===== src/rtl/alu_pkg.sv =====
// rtl/alu_pkg.sv - shared opcode, one-hot select and FSM state definitions for the ALU sequencer
//
// Purpose: common constants for alu_op_sequencer, alu_op_decode and the result mux.
// Contents: default datapath/select widths, opcode enum, one-hot lane selects,
//           sequencer FSM state enum.
package alu_pkg;

  localparam int WIDTH_DEF = 16;
  localparam int SEL_W_DEF = 12;

  typedef enum logic [3:0] {
    OP_AND   = 4'd0,
    OP_OR    = 4'd1,
    OP_NOT   = 4'd2,
    OP_XOR   = 4'd3,
    OP_NAND  = 4'd4,
    OP_NOR   = 4'd5,
    OP_XNOR  = 4'd6,
    OP_ADD   = 4'd7,
    OP_SUB   = 4'd8,
    OP_SHR   = 4'd9,
    OP_SHL   = 4'd10,
    OP_CLEAR = 4'd11
  } alu_op_e;

  // One-hot lane selects of the result multiplexer; opcodes 12..15 select no lane.
  localparam logic [SEL_W_DEF-1:0] SEL_AND   = 12'h001;
  localparam logic [SEL_W_DEF-1:0] SEL_OR    = 12'h002;
  localparam logic [SEL_W_DEF-1:0] SEL_NOT   = 12'h004;
  localparam logic [SEL_W_DEF-1:0] SEL_XOR   = 12'h008;
  localparam logic [SEL_W_DEF-1:0] SEL_NAND  = 12'h010;
  localparam logic [SEL_W_DEF-1:0] SEL_NOR   = 12'h020;
  localparam logic [SEL_W_DEF-1:0] SEL_XNOR  = 12'h040;
  localparam logic [SEL_W_DEF-1:0] SEL_ADD   = 12'h080;
  localparam logic [SEL_W_DEF-1:0] SEL_SUB   = 12'h100;
  localparam logic [SEL_W_DEF-1:0] SEL_SHR   = 12'h200;
  localparam logic [SEL_W_DEF-1:0] SEL_SHL   = 12'h400;
  localparam logic [SEL_W_DEF-1:0] SEL_CLEAR = 12'h800;

  typedef enum logic [1:0] {
    ST_IDLE = 2'd0,
    ST_EXEC = 2'd1,
    ST_RESP = 2'd2
  } seq_state_e;

endpackage


===== src/rtl/alu_op_decode.sv =====
// rtl/alu_op_decode.sv - combinational opcode decoder for the ALU result mux
//
// Purpose: maps a 4-bit opcode to the one-hot mux select, the add/sub mode
//          and an illegal-opcode flag. Shared by the sequencer and the mux.
// Ports:
//   op_i      in  4       opcode
//   sel_o     out SEL_W   one-hot lane select (0 for illegal opcodes)
//   sub_o     out 1       1 = subtract mode for the add/sub unit
//   illegal_o out 1       opcode is outside 0..11
module alu_op_decode
  import alu_pkg::*;
(
  input  logic [3:0]           op_i,
  output logic [SEL_W_DEF-1:0] sel_o,
  output logic                 sub_o,
  output logic                 illegal_o
);

  always_comb begin
    sel_o     = '0;
    sub_o     = 1'b0;
    illegal_o = 1'b0;
    case (op_i)
      OP_AND:   sel_o = SEL_AND;
      OP_OR:    sel_o = SEL_OR;
      OP_NOT:   sel_o = SEL_NOT;
      OP_XOR:   sel_o = SEL_XOR;
      OP_NAND:  sel_o = SEL_NAND;
      OP_NOR:   sel_o = SEL_NOR;
      OP_XNOR:  sel_o = SEL_XNOR;
      OP_ADD:   sel_o = SEL_ADD;
      OP_SUB: begin
        sel_o = SEL_SUB;
        sub_o = 1'b1;
      end
      OP_SHR:   sel_o = SEL_SHR;
      OP_SHL:   sel_o = SEL_SHL;
      OP_CLEAR: sel_o = SEL_CLEAR;
      default:  illegal_o = 1'b1;
    endcase
  end

endmodule


===== src/rtl/alu_op_sequencer.sv =====
// rtl/alu_op_sequencer.sv - command sequencer driving the ALU datapath and capturing the mux result
//
// Purpose: accepts one opcode+operands per cmd handshake, drives the ALU select,
//          mode and operands for SETTLE_CYC cycles, captures the mux result into
//          the accumulator and returns it on the rsp channel.
// Optional: define ALU_SEQ_PERF_CNT_EN to add saturating perf_ops/perf_errs counters.
// Ports:
//   clk, rst_n                       clock, asynchronous active-low reset
//   cmd_valid/cmd_ready              command handshake
//   cmd_op, cmd_a, cmd_b, cmd_use_acc command fields (use_acc: A from accumulator)
//   alu_a, alu_b, alu_sub, alu_sel   ALU operand/mode/one-hot select outputs
//   alu_res                          result mux input
//   rsp_valid/rsp_ready              response handshake
//   rsp_data, rsp_err                captured result, illegal-opcode flag
//   acc_out                          current accumulator
//   perf_ops, perf_errs              (ALU_SEQ_PERF_CNT_EN only) handshake counters
module alu_op_sequencer
  import alu_pkg::*;
#(
  parameter int WIDTH      = WIDTH_DEF,
  parameter int SEL_W      = SEL_W_DEF,
  parameter int SETTLE_CYC = 1
) (
  input  logic             clk,
  input  logic             rst_n,
  input  logic             cmd_valid,
  output logic             cmd_ready,
  input  logic [3:0]       cmd_op,
  input  logic [WIDTH-1:0] cmd_a,
  input  logic [WIDTH-1:0] cmd_b,
  input  logic             cmd_use_acc,
  output logic [WIDTH-1:0] alu_a,
  output logic [WIDTH-1:0] alu_b,
  output logic             alu_sub,
  output logic [SEL_W-1:0] alu_sel,
  input  logic [WIDTH-1:0] alu_res,
  output logic             rsp_valid,
  input  logic             rsp_ready,
  output logic [WIDTH-1:0] rsp_data,
  output logic             rsp_err,
  output logic [WIDTH-1:0] acc_out
`ifdef ALU_SEQ_PERF_CNT_EN
  ,
  output logic [31:0]      perf_ops,
  output logic [15:0]      perf_errs
`endif
);

  // Settle counter reaches this value on the last EXEC cycle.
  localparam logic [3:0] CNT_LAST = 4'(SETTLE_CYC - 1);

  seq_state_e       state_q, state_d;
  logic [3:0]       op_q, op_d;
  logic [WIDTH-1:0] a_q, a_d;
  logic [WIDTH-1:0] b_q, b_d;
  logic [3:0]       cnt_q, cnt_d;
  logic [WIDTH-1:0] acc_q, acc_d;
  logic [WIDTH-1:0] rsp_data_q, rsp_data_d;
  logic             rsp_err_q, rsp_err_d;

  logic [SEL_W_DEF-1:0] dec_sel;
  logic                 dec_sub;
  logic                 dec_ill;

  // Decodes the latched opcode, so the select is stable for the whole EXEC window.
  alu_op_decode u_decode (
    .op_i      (op_q),
    .sel_o     (dec_sel),
    .sub_o     (dec_sub),
    .illegal_o (dec_ill)
  );

  always_comb begin
    state_d    = state_q;
    op_d       = op_q;
    a_d        = a_q;
    b_d        = b_q;
    cnt_d      = cnt_q;
    acc_d      = acc_q;
    rsp_data_d = rsp_data_q;
    rsp_err_d  = rsp_err_q;
    cmd_ready  = 1'b0;
    rsp_valid  = 1'b0;
    alu_sel    = '0;
    alu_sub    = 1'b0;
    alu_a      = '0;
    alu_b      = '0;

    case (state_q)
      ST_IDLE: begin
        cmd_ready = 1'b1;
        if (cmd_valid) begin
          op_d    = cmd_op;
          a_d     = cmd_use_acc ? acc_q : cmd_a;
          b_d     = cmd_b;
          cnt_d   = '0;
          state_d = ST_EXEC;
        end
      end

      ST_EXEC: begin
        // Illegal opcodes decode to an all-zero select, so no lane is driven.
        alu_sel = SEL_W'(dec_sel);
        alu_sub = dec_sub;
        alu_a   = a_q;
        alu_b   = b_q;
        cnt_d   = cnt_q + 4'd1;
        if (cnt_q == CNT_LAST) begin
          if (dec_ill) begin
            rsp_data_d = '0;
            rsp_err_d  = 1'b1;
          end else if (op_q == OP_CLEAR) begin
            rsp_data_d = '0;
            rsp_err_d  = 1'b0;
            acc_d      = '0;
          end else begin
            rsp_data_d = alu_res;
            rsp_err_d  = 1'b0;
            acc_d      = alu_res;
          end
          state_d = ST_RESP;
        end
      end

      ST_RESP: begin
        rsp_valid = 1'b1;
        if (rsp_ready) begin
          state_d = ST_IDLE;
        end
      end

      default: state_d = ST_IDLE;
    endcase
  end

  always_ff @(posedge clk or negedge rst_n) begin
    if (!rst_n) begin
      state_q    <= ST_IDLE;
      op_q       <= '0;
      a_q        <= '0;
      b_q        <= '0;
      cnt_q      <= '0;
      acc_q      <= '0;
      rsp_data_q <= '0;
      rsp_err_q  <= 1'b0;
    end else begin
      state_q    <= state_d;
      op_q       <= op_d;
      a_q        <= a_d;
      b_q        <= b_d;
      cnt_q      <= cnt_d;
      acc_q      <= acc_d;
      rsp_data_q <= rsp_data_d;
      rsp_err_q  <= rsp_err_d;
    end
  end

  assign rsp_data = rsp_data_q;
  assign rsp_err  = rsp_err_q;
  assign acc_out  = acc_q;

`ifdef ALU_SEQ_PERF_CNT_EN
  logic        rsp_hs;
  logic [31:0] perf_ops_q, perf_ops_d;
  logic [15:0] perf_errs_q, perf_errs_d;

  assign rsp_hs = rsp_valid & rsp_ready;

  // Both counters stick at all-ones instead of wrapping.
  always_comb begin
    perf_ops_d  = perf_ops_q;
    perf_errs_d = perf_errs_q;
    if (rsp_hs) begin
      if (perf_ops_q != '1) begin
        perf_ops_d = perf_ops_q + 32'd1;
      end
      if (rsp_err_q && (perf_errs_q != '1)) begin
        perf_errs_d = perf_errs_q + 16'd1;
      end
    end
  end

  always_ff @(posedge clk or negedge rst_n) begin
    if (!rst_n) begin
      perf_ops_q  <= '0;
      perf_errs_q <= '0;
    end else begin
      perf_ops_q  <= perf_ops_d;
      perf_errs_q <= perf_errs_d;
    end
  end

  assign perf_ops  = perf_ops_q;
  assign perf_errs = perf_errs_q;
`else
  // Performance counters are not built in this configuration.
`endif

endmodule


===== config.mk =====
export PLATFORM = sky130hd
export DESIGN_NAME = alu_op_sequencer
export DESIGN_NICKNAME = d
export VERILOG_FILES = /design/src/rtl/alu_pkg.sv /design/src/rtl/alu_op_decode.sv /design/src/rtl/alu_op_sequencer.sv
export SDC_FILE = /design/constraint.sdc
export NUM_CORES = 1
export LEC_CHECK = 0
export CAP_MARGIN = 5
export CORE_AREA = 2 2 93 95
export CTS_BUF_LIST = sky130_fd_sc_hd__clkbuf_4 sky130_fd_sc_hd__clkbuf_8
export CTS_CLUSTER_SIZE = 14
export DETAILED_ROUTE_END_ITERATION = 6
export DIE_AREA = 0 0 95 97
export PLACE_DENSITY = 0.76
export SKIP_CTS_REPAIR_TIMING = 1
export SLEW_MARGIN = 20
export SYNTH_ARGS = -nofsm -noshare
export SYNTH_HDL_FRONTEND = slang
export SYNTH_SLANG_ARGS = --single-unit

===== constraint.sdc =====
create_clock -name clk -period 1.9 [get_ports clk]
set_input_delay 0.475 -clock clk [delete_from_list [all_inputs] [get_ports clk]]
set_output_delay 0.475 -clock clk [all_outputs]
set_load 0.03 [all_outputs]

==> impl_metrics.json <==
{
  "synthArstFlopShare_pct": 100,
  "numPortBuffers": 136,
  "met3_usage_pct": 3.89,
  "cts-root-buf": "clkbuf_8",
  "path_max_fanout": 5,
  "dr_total_vias": 2769,
  "start_util_pct": 40.9,
  "cp-end-kind": "primary output",
  "cp_top_family": "simple AND/OR/NAND/NOR gates",
  "busiest_layer": "met2",
  "synth_common_cells": "75 x dfrtp_1, 32 x and2_1, 28 x nor2_1",
  "place_congestion": 0.820,
  "violations": "negative setup slack",
  "area_delta_synth_final_pct": 58.7,
  "drt_iter0_markers": 117,
  "synth_top_area_share_pct": 56.4,
  "p_leak_nw": 2.59,
  "wl_um": 8740,
  "path_buf_inv": 1,
  "cap_violations": 0,
  "critPathSlowestCell": "dfrtp_2",
  "cts_tree": "built",
  "finalHoldViolCount": 0,
  "clk_pin_slew_ns": 0.07,
  "num-fill-cells": 625,
  "nNetsFinal": 488,
  "num_rows": 33,
  "p_sw_mw": 3.96,
  "ff2ff_setup_slack_ns": 0.11,
  "core-area_mm2": 0.00813,
  "tightest_slew_ns": 0.374,
  "pre_cts_ws_ns": 0.0251,
  "slew_headroom_pct": 75.1,
  "cts_max_path_buffers": 2,
  "cp.depth": 4,
  "synth_cells": 281,
  "crit_arrival_ns": 1.60,
  "p_seq_share_pct": 30.3,
  "worstPathCellList": "nand2b_4, or3_4, nor3_2, buf_4",
  "use_met1_pct": 24.2,
  "antenna_found_initial": 0,
  "post-route-period-util_pct": 109,
  "swShare_pct": 41.9,
  "cp-startpoint": "state_q[1]",
  "grt_max_degree": 32,
  "cts.htree.levels": 3,
  "grt_usage_pct": 18.9,
  "first_pass_iters": 4,
  "synth_edf_count": 0,
  "r2r_start": "cnt_q[0]",
  "maxSlewViolCount": 0,
  "use_met2_pct": 30.7,
  "hold_class": "in2async",
  "rsz0062_at_grt": "true",
  "die_area_mm2": 0.00922,
  "place_area_mm2": 0.00484,
  "ant_nets": 0,
  "power_frac_comb_pct": 58.1,
  "intPower_mw": 5.49,
  "pwr-share-clk_pct": 11.7,
  "dp_hpwl_um": 6520,
  "synthTopCellsByArea": "dfrtp_1 56%, mux2_2 6.8%, and2_1 6.0%",
  "cp.required_ns": 1.42,
  "diodes": 0,
  "pin_count": 137,
  "drc_errors": 0,
  "viasPerCell": 5.14,
  "grt_pass1_vias": 2774,
  "wl_per_cell_um": 16.2,
  "clock.fmax_mhz": 482,
  "synth_most_common_cell": "dfrtp_1",
  "ys_seq_area_share_pct": 56.4,
  "drive_above_1_share_pct": 32.7,
  "setup_ws_ns": -0.174,
  "clk_latency_ns": 0.33,
  "clock_sinks": 75,
  "setup_viol": 44,
  "avgSynthCellArea_um2": 11.8,
  "grt_pass1_wl_um": 13500,
  "syn_area_mm2": 0.00333,
  "critPathMaxStageDelay_ns": 0.43,
  "synthFlopType": "dfrtp_1",
  "die_y_um": 97,
  "ys.warnings.count": 0,
  "cts_buffers": 9,
  "ys_seq_elements": 75,
  "start_kind": "flop",
  "fin_skew_ns": 0.00554,
  "status": "complete, but fails checks",
  "yosysTopAreaCell": "dfrtp_1",
  "yosys.cell_types.count": 33,
  "fin_area_mm2": 0.00528,
  "period_needed_ns": 2.07,
  "die_w_um": 95,
  "power_density_mw_per_mm2": 1790,
  "r2r_cells": 6,
  "crit_type": "reg2out",
  "synth_nets": 340,
  "gr-total-overflow": 0,
  "finalPower_mw": 9.45,
  "ir_drop_mv": 0.965
}
==> power by group through the flow <==
stage	Combinational, mW	Sequential (mW)	Clock [mW]
after floorplan	2.69	3.32	0
after detailed placement	5.15	2.89	0
after global placement	5.06	2.86	0
after global routing	5.82	2.98	1.21
final	5.49	2.86	1.10
after CTS	5.17	2.86	1.14
==> through the flow <==
step | std cells | hold WS (ns) | TNS, ns | util (%)
4_1_cts | 536 | 0.0570 | -8.76 | 61.8
3_5_place_dp | 520 | 0.416 | 0 | 59.6
2_1_floorplan | 281 | 0.179 | -0.472 | -
6_report | 539 | 0.0457 | -4.59 | 64.9
5_1_grt | 539 | 0.0591 | -7.26 | 64.9
3_3_place_gp | 520 | 0.413 | 0 | 59.6
==> cell type report <==
class	count	area, um^2	share of cell area (%)
Sequential cell	75	1880	35.6
Timing Repair Buffer	155	1630	30.8
Multi-Input combinational cell	185	1450	27.5
Clock buffer	14	174	3.29
Tap cell	105	131	2.49
Inverter	3	11.3	0.213
Clock inverter	2	10.0	0.189
==> worst register-to-register path, stage by stage, from the launching register on <==
cell and delay [ns]:
dfrtp_1 0.41, inv_1 0.09, ha_1 0.16, nor3b_1 0.33, nand2_1 0.18, buf_4 0.23, a22o_2 0.28
==> layout by cell type, fill, tap and decap left out, drive strengths merged, types with 2 or more instances in the layout <==
cell type      Yosys  final
dfrtp             75     75
clkdlybuf4s50      0     68
buf               11     65
and2              32     32
nor2              28     28
dlymetal6s2s       0     22
mux2              20     20
a32o              16     16
mux2i             16     16
a21oi             16     16
a22o              16     16
clkbuf             7     14
nand2              7      7
nor3               4      4
o21ai              4      4
nand2b             4      4
inv                3      3
nand3              3      3
nand3b             2      2
xor2               2      2
ha                 2      2
clkinv             0      2
or3                2      2
a21o               2      2
nor3b              2      2
==> state kept, by name, summed over array words and instances (netlist names) <==
register  count
cnt_q         4
op_q          4
a_q          16
acc_out      16
state_q       2
b_q          16
rsp_err       1
rsp_data     16
==> final timing paths <==
check	to
max reg2reg	rsp_data[12]
max in group asynchronous	op_q[2]
max	alu_sel[0]
min reg2reg	rsp_data[5]
min	b_q[11]
min in group clk	rsp_data[5]
==> cell families (layout without fill, tap and decap cells) <==
| kind of cell | Yosys count | count (layout) | share of synthesized area, % |
|---|---|---|---|
| AND/OR/NAND/NOR | 88 | 88 | 14.0 |
| flip-flops | 75 | 75 | 56.4 |
| AO/OA/AOI/OAI | 57 | 57 | 13.9 |
| multiplexers | 36 | 36 | 11.6 |
| buffers and inverters | 21 | 174 | 2.86 |
| adder cells (fa/ha/maj) | 2 | 2 | 0.752 |
| XOR/XNOR | 2 | 2 | 0.526 |
==> layer usage <==
metal	vias to the layer above	share of wire [%]
met5	-	0
met4	0	2.3
met3	14	5.3
met2	86	51
met1	1366	41
li1	1303	-
No activity file was read; power rests on OpenSTA's default activity.
